$ cat config.mk
export PLATFORM = sky130hd
export DESIGN_NAME = rom_addr_sequencer_flat
export DESIGN_NICKNAME = d
export VERILOG_FILES = /design/src/rtl/rom_addr_sequencer_if.sv /design/src/rtl/rom_addr_sequencer.sv /design/src/flat_wrapper.sv
export SDC_FILE = /design/constraint.sdc
export NUM_CORES = 1
export LEC_CHECK = 0
export BUFFER_PORTS_ARGS = -buffer_cell sky130_fd_sc_hd__buf_2
export CELL_PAD_IN_SITES_DETAIL_PLACEMENT = 1
export CELL_PAD_IN_SITES_GLOBAL_PLACEMENT = 1
export CORE_AREA = 2 2 39 41
export CTS_BUF_LIST = sky130_fd_sc_hd__clkbuf_8
export CTS_CLUSTER_DIAMETER = 120
export DETAILED_ROUTE_END_ITERATION = 8
export DIE_AREA = 0 0 41 43
export PLACE_DENSITY = 0.78
export SYNTH_ARGS = -nofsm -noshare
export SYNTH_HDL_FRONTEND = slang
export SYNTH_SLANG_ARGS = --single-unit
$ cat constraint.sdc
create_clock -name clk_2 -period 2.4 [get_ports clk_2]
set_input_delay 0.12 -clock clk_2 [delete_from_list [all_inputs] [get_ports clk_2]]
set_output_delay 0.12 -clock clk_2 [all_outputs]
set_load 0.02 [all_outputs]
$ cat src/rtl/rom_addr_sequencer_if.sv
// Control/status bundle between the board wrapper and the ROM address sequencer.
// The wrapper drives the controls; the sequencer returns the address and pulses.
interface rom_addr_sequencer_if #(
  parameter int ENDERECO = 2
);
  logic                modo;
  logic                passo;
  logic                direcao;
  logic                carga;
  logic [ENDERECO-1:0] endereco_carga;
  logic [ENDERECO-1:0] endereco;
  logic                atualizado;
  logic                volta;

  modport master (
    output modo,
    output passo,
    output direcao,
    output carga,
    output endereco_carga,
    input  endereco,
    input  atualizado,
    input  volta
  );

  modport slave (
    input  modo,
    input  passo,
    input  direcao,
    input  carga,
    input  endereco_carga,
    output endereco,
    output atualizado,
    output volta
  );
endinterface

$ cat src/rtl/rom_addr_sequencer.sv
// Sequenced address for the 4-entry pattern ROM: manual step from a switch
// or automatic step every TICKS cycles, with up/down, load and wrap flag.
module rom_addr_sequencer #(
  parameter int ENDERECO = 2,
  parameter int TICKS    = 4
) (
  input  logic clk_2,
  input  logic reset,
  rom_addr_sequencer_if.slave bus
);
  localparam int PW = $clog2(TICKS);

  logic                s1;
  logic                s2;
  logic                h;
  logic                modo_q;
  logic [PW-1:0]       presc;
  logic [ENDERECO-1:0] end_q;
  logic                atual_q;
  logic                volta_q;

  logic                step_edge;
  logic                modo_chg;
  logic                adv;
  logic                wrap;
  logic [ENDERECO-1:0] next_end;

  assign bus.endereco   = end_q;
  assign bus.atualizado = atual_q;
  assign bus.volta      = volta_q;

  // Advance request and next address with its wrap flag.
  always_comb begin
    step_edge = s2 & ~h;
    modo_chg  = bus.modo != modo_q;
    adv       = bus.modo ? (presc == PW'(TICKS - 1)) : step_edge;
    if (bus.direcao) begin
      next_end = end_q - 1'b1;
      wrap     = end_q == '0;
    end else begin
      next_end = end_q + 1'b1;
      wrap     = end_q == '1;
    end
  end

  // Synchronize passo, then apply load > mode change > advance > hold.
  always_ff @(posedge clk_2 or posedge reset) begin
    if (reset) begin
      s1      <= 1'b0;
      s2      <= 1'b0;
      h       <= 1'b0;
      modo_q  <= 1'b0;
      presc   <= '0;
      end_q   <= '0;
      atual_q <= 1'b0;
      volta_q <= 1'b0;
    end else begin
      s1     <= bus.passo;
      s2     <= s1;
      h      <= s2;
      modo_q <= bus.modo;
      if (bus.carga) begin
        end_q   <= bus.endereco_carga;
        presc   <= '0;
        atual_q <= 1'b1;
        volta_q <= 1'b0;
      end else if (modo_chg) begin
        presc   <= '0;
        atual_q <= 1'b0;
        volta_q <= 1'b0;
      end else if (adv) begin
        end_q   <= next_end;
        presc   <= '0;
        atual_q <= 1'b1;
        volta_q <= wrap;
      end else begin
        presc   <= bus.modo ? presc + PW'(1) : '0;
        atual_q <= 1'b0;
        volta_q <= 1'b0;
      end
    end
  end
endmodule
$ cat src/flat_wrapper.sv
// flat-port wrapper written by rule: the top's interface ports become plain ports
module rom_addr_sequencer_flat 
#(
  parameter int ENDERECO = 2,
  parameter int TICKS    = 4
)
  (clk_2, reset, bus_modo, bus_passo, bus_direcao, bus_carga, bus_endereco_carga, bus_endereco, bus_atualizado, bus_volta);
  rom_addr_sequencer_if #(.ENDERECO(ENDERECO)) bus_i ();
  input  logic clk_2;
  input  logic reset;
  input wire logic [$bits(bus_i.modo)-1:0] bus_modo;
  input wire logic [$bits(bus_i.passo)-1:0] bus_passo;
  input wire logic [$bits(bus_i.direcao)-1:0] bus_direcao;
  input wire logic [$bits(bus_i.carga)-1:0] bus_carga;
  input wire logic [$bits(bus_i.endereco_carga)-1:0] bus_endereco_carga;
  output wire logic [$bits(bus_i.endereco)-1:0] bus_endereco;
  output wire logic [$bits(bus_i.atualizado)-1:0] bus_atualizado;
  output wire logic [$bits(bus_i.volta)-1:0] bus_volta;
  assign bus_i.modo = bus_modo;
  assign bus_i.passo = bus_passo;
  assign bus_i.direcao = bus_direcao;
  assign bus_i.carga = bus_carga;
  assign bus_i.endereco_carga = bus_endereco_carga;
  assign bus_endereco = bus_i.endereco;
  assign bus_atualizado = bus_i.atualizado;
  assign bus_volta = bus_i.volta;
  rom_addr_sequencer #(.ENDERECO(ENDERECO), .TICKS(TICKS)) u_core (.clk_2(clk_2), .reset(reset), .bus(bus_i));
endmodule
# Word-level counts from Yosys, hierarchy flattened
# Cells that the tools add are included.
[word_totals]
wordCells = 36
output_inout_bits = 4
ff_bits = 10
inputBits = 8
[op_classes]
eq_ne = 4
n_mux = 16
addsub = 3
n_bitwise = 2
n_reduce_logical = 3
[op_table]
columns = ["cell", "n"]
rows = [
  ["two-way mux 2 bit", 8],
  ["two-way mux 1 bit", 8],
  ["adder 2 x 1 -> 2 bit (second input constant)", 2],
  ["equality test 2 bit (second input constant)", 2],
  ["zero test 2 bit", 1],
  ["!= test 2 bit (second input constant)", 1],
  ["AND reduction 2 bit", 1],
  ["nonzero test 2 bit", 1],
  ["subtractor 2 x 1 -> 2 bit (second input constant)", 1],
  ["bitwise AND 1 bit", 1],
  ["!= test 1 bit", 1],
  ["inverter 1 bit", 1],
]

# Logic depth before layout (Yosys ltp)
[logic_depth]
word_depth = 6
ltp_mapped = 4
depth_no_buf = 4

# Least setup slack after synthesis
# OpenSTA, ideal clock, no wires.
[synth_timing]
path_kind = "register to register"
from = "reg u_core.modo_q"
to = "reg u_core.end_q[1] (netlist: u_core.bus.endereco[1])"
t_required_ns = 2.280
period_less_slack_ns = 1.534
setup_time_ns = 0.120
slack_ns = 0.866
path_stages_with_launch = 4
t_arrival_ns = 1.414
n_path_buf = 0
cell_sequence = "dfrtp_1 or4b_4 a2111oi_2 and3b_1"
[synth_via]
elab_chain_cells = 3
[synth_lines]
columns = ["element", "line", "rtl"]
rows = [
  ["from (decl)", "rom_addr_sequencer.sv:16", "logic modo_q;"],
  ["from (signal assigned)", "rom_addr_sequencer.sv:61", "modo_q <= bus.modo;"],
  ["!= test 1 bit", "rom_addr_sequencer.sv:35", "modo_chg = bus.modo != modo_q;"],
  ["!= test 2 bit (no source line)", "--", ""],
  ["AND reduction 2 bit (no source line)", "--", ""],
  ["to (signal assigned)", "rom_addr_sequencer.sv:63", "end_q <= bus.endereco_carga;"],
  ["to (signal assigned)", "rom_addr_sequencer.sv:72", "end_q <= next_end;"],
  ["to (decl)", "rom_addr_sequencer.sv:18", "logic [ENDERECO-1:0] end_q;"],
]
# No other way between the ends.
# A chain may end at the register's enable or synchronous reset.

# Worst setup path in the final report
# Same ends and word-level chain as after synthesis.

==> metrics.log <==
INFO  metric status = complete, no violations
INFO  metric largest_family_of_logic_cells_by_synthesized_area = simple AND/OR/NAND/NOR gates
INFO  metric timing.final.max_slew_violations = 0
INFO  metric cts_root_buf = sky130_fd_sc_hd__clkbuf_8
INFO  metric initial_utilization = 32.3%
INFO  metric crit_path_launch_type = register
INFO  metric max_cap_viol_count = 0
INFO  metric synth_area_per_cell = approximately 12 µm²
INFO  metric irDropWorstVdd = 0.383 mV
INFO  metric yosys.area_share.xor_xnor = slightly below 2%
INFO  metric hpwlAfterDp = 660 µm
INFO  metric cts.sink_count = 10
INFO  metric most-common-layout-cells = sky130_fd_sc_hd__buf_2, sky130_fd_sc_hd__dfrtp_1, sky130_fd_sc_hd__clkbuf_8
INFO  metric unrepaired_setup_endpoints_after_global_routing = no
INFO  metric fp.dieArea = 1760 µm²
INFO  metric report.final.hold_viol_count = 0
INFO  metric number_of_antenna_violations_at_the_first_check_in_global_routing = 0
INFO  metric number_of_enable_flip_flop_cells_after_synthesis = 0
INFO  metric die_x = 41 µm
INFO  metric timing.setup.tns = 0 ns
INFO  metric remaining_global_route_overflow = 0
INFO  metric buffer_ports.inserted = 11
INFO  metric finClkSkew = between 0.003 and 0.004 ns
INFO  metric final_area = 593 µm²
INFO  metric die_h = ~43 µm
INFO  metric power_per_cell_area = approximately 760 nW/µm²
INFO  metric synth_compound_area_share = 10.4%
INFO  metric category_of_the_worst_setup_path_capture_point = register
INFO  metric setup_violations = 0
INFO  metric areaGrowthSynthToFinish = 32.8%
INFO  metric share_of_final_layout_standard_cells_stronger_than_drive_strength_1 = a little under a third
INFO  metric detailedRoute.firstIterationViolations = 6
INFO  metric detailed_place.area = between 500 and 600 µm²
INFO  metric synth-seq-cells = 10
INFO  metric synth_top_flop_cell = sky130_fd_sc_hd__dfrtp_1
INFO  metric synth_simple_gate_area_share = a little under a quarter
INFO  metric grt_first_pass_wirelength = around 1.6 mm
INFO  metric antennaDiodeCount = 0
INFO  metric post_synth_mux_area_share = 0%
INFO  metric layout_commonest_cell = sky130_fd_sc_hd__buf_2
INFO  metric fin_nets = 65
INFO  metric netlist-cell-type-count = 21
INFO  metric fp-row-count = 14
INFO  metric post_synth_inst_count = 38
INFO  metric worst_pin_slew = 0.391 ns
INFO  metric first_global_vias = around 360
INFO  metric cts_tree = yes
INFO  metric final_period_minus_worst_setup_slack = roughly 1.6 ns
INFO  metric leakage = between 0.2 and 0.3 nW
INFO  metric hp-class = primary input to register
INFO  metric synth-async-reset-ratio = between 90% and 100%
INFO  metric routedWlPerCell = between 10 and 15 µm
INFO  metric design.portCount = 12
INFO  metric grt_start_max_net_pins = 11
INFO  metric synth_nets = between 40 and 50
INFO  metric crit_fanout = 5
INFO  metric setup.reg_to_reg.worst_slack = just under 0.8 ns
INFO  metric placeableCoreArea = between 1000 and 1500 µm²
INFO  metric vias = roughly 370
INFO  metric critical_path_class = register to register
INFO  metric fillCellCount = between 150 and 200
INFO  metric cts_inserted_buffers = 3
INFO  metric antenna_violating_nets_post_route = 0
INFO  metric critPathArrivalTime = 1.74 ns
INFO  metric timing.final.crit_share = between 60% and 70%
INFO  metric cts.reportedPaths.clkPinSlew = around 0.05 ns
INFO  metric yosysWarningCount = 0
INFO  metric synth_area = 447 µm²
INFO  metric slew_hr = 73.9%
INFO  metric clock_insertion_delay_worst_skew = 0.24 ns
INFO  metric fmax = between 0.6 and 0.7 GHz
INFO  metric detail_route.drc_violations = 0
INFO  metric cp_data_required_time = 2.53 ns
INFO  metric cts_post_setup_buffers_inserted = 0
INFO  metric via_count_normalized_by_instance_count = between 5 and 6
INFO  metric synthAdderAreaFrac = under 10%
INFO  metric gp_congestion = roughly 0.64
INFO  metric gr-usage-all-layers = ~15%
INFO  metric totalWireLength = approximately 940 µm
INFO  metric drtPass1Iterations = 4
INFO  metric clk_path_buf_depth = 2
INFO  metric cts_htree_levels = 1
INFO  metric seq_area_frac_synth = 56.0%
## area by class of cell
cell class	instances	area (µm²)	share of cell area, %
clock buffers	4	55.1	9.28
multi-input cells	25	185	31.2
repair buffers	13	75.1	12.7
flip-flops and latches	10	250	42.2
well taps	16	20.0	3.38
inverters	2	7.51	1.27
## stage by stage
step	instances	utilization [%]	worst slack (ns)	power, mW	hold WS (ns)
6_report	70	42.9	0.790	0.448	0.0601
3_5_place_dp	64	37.4	0.793	0.238	0.108
2_1_floorplan	38	-	0.866	0.220	-0.0398
5_1_grt	70	42.9	0.751	0.472	0.0612
3_3_place_gp	64	37.4	0.848	0.237	0.110
4_1_cts	70	42.9	0.785	0.457	0.0516
## kinds of logic after synthesis
kind of cell             count (synthesis)
AO/OA/AOI/OAI                            6
buffers and inverters                    3
XOR/XNOR                                 1
AND/OR/NAND/NOR                         16
flip-flops                              10
adder cells (fa/ha/maj)                  2
## worst max-delay path, stage by stage, from the launching register on
cell and delay, ns:
sky130_fd_sc_hd__dfrtp_1 0.41, sky130_fd_sc_hd__or4b_4 0.57, sky130_fd_sc_hd__a2111oi_2 0.30, sky130_fd_sc_hd__and3b_1 0.21
## Yosys cell counts (all sizes together) (2+ instances only)
master	number	area [µm²]
and3b	2	17.5
nor2	2	7.51
a21oi	2	10.0
nand2	2	7.51
nor4b	2	17.5
dfrtp	10	250
nand3	2	10.0
inv	2	7.51
ha	2	25.0
## registers in the layout (all words and copies together), names as in the netlist
name,cells
u_core.presc,2
u_core.h,1
u_core.modo_q,1
u_core.s2,1
u_core.bus.volta,1
u_core.bus.endereco,2
u_core.bus.atualizado,1
u_core.s1,1
## power by group
part / total (mW) / leakage, nW / switching, mW / internal [mW]
clock network: 0.210 / 0.0288 / 0.0659 / 0.144
logic: 0.0501 / 0.132 / 0.0280 / 0.0220
registers: 0.188 / 0.123 / 0.00919 / 0.179
## per-layer routing
metal / share of wire [%] / global-route usage (%) / vias to the layer above
met5: 0 / 0 / -
met4: 4.5 / 12.0 / 0
met3: 6.7 / 9.42 / 5
met2: 50 / 21.9 / 11
met1: 38 / 12.8 / 188
li1: - / - / 169
## path summary, 6_finish.rpt
| path | endpoint | cells after the start | start |
|---|---|---|---|
| worst max-delay path | u_core.bus.endereco[1]$_DFFE_PP0P_ | 3 | u_core.modo_q$_DFF_PP0_ |
| worst min-delay path | u_core.modo_q$_DFF_PP0_ | 1 | bus_modo |
| worst max register to register | u_core.bus.endereco[1]$_DFFE_PP0P_ | 3 | u_core.modo_q$_DFF_PP0_ |
| worst min register to register | u_core.s2$_DFF_PP0_ | 0 | u_core.s1$_DFF_PP0_ |
| max in group asynchronous | u_core.s1$_DFF_PP0_ | 3 | reset |
| min in group asynchronous | u_core.bus.atualizado$_DFF_PP0_ | 3 | reset |
## what timing repair did
item                                    CTS  global route
endpoints found under the setup margin    0             0
endpoints found under the hold margin    11             0
resized for setup                         0             0
hold buffers                              2             0
No activity file was read; power rests on OpenSTA's default activity.
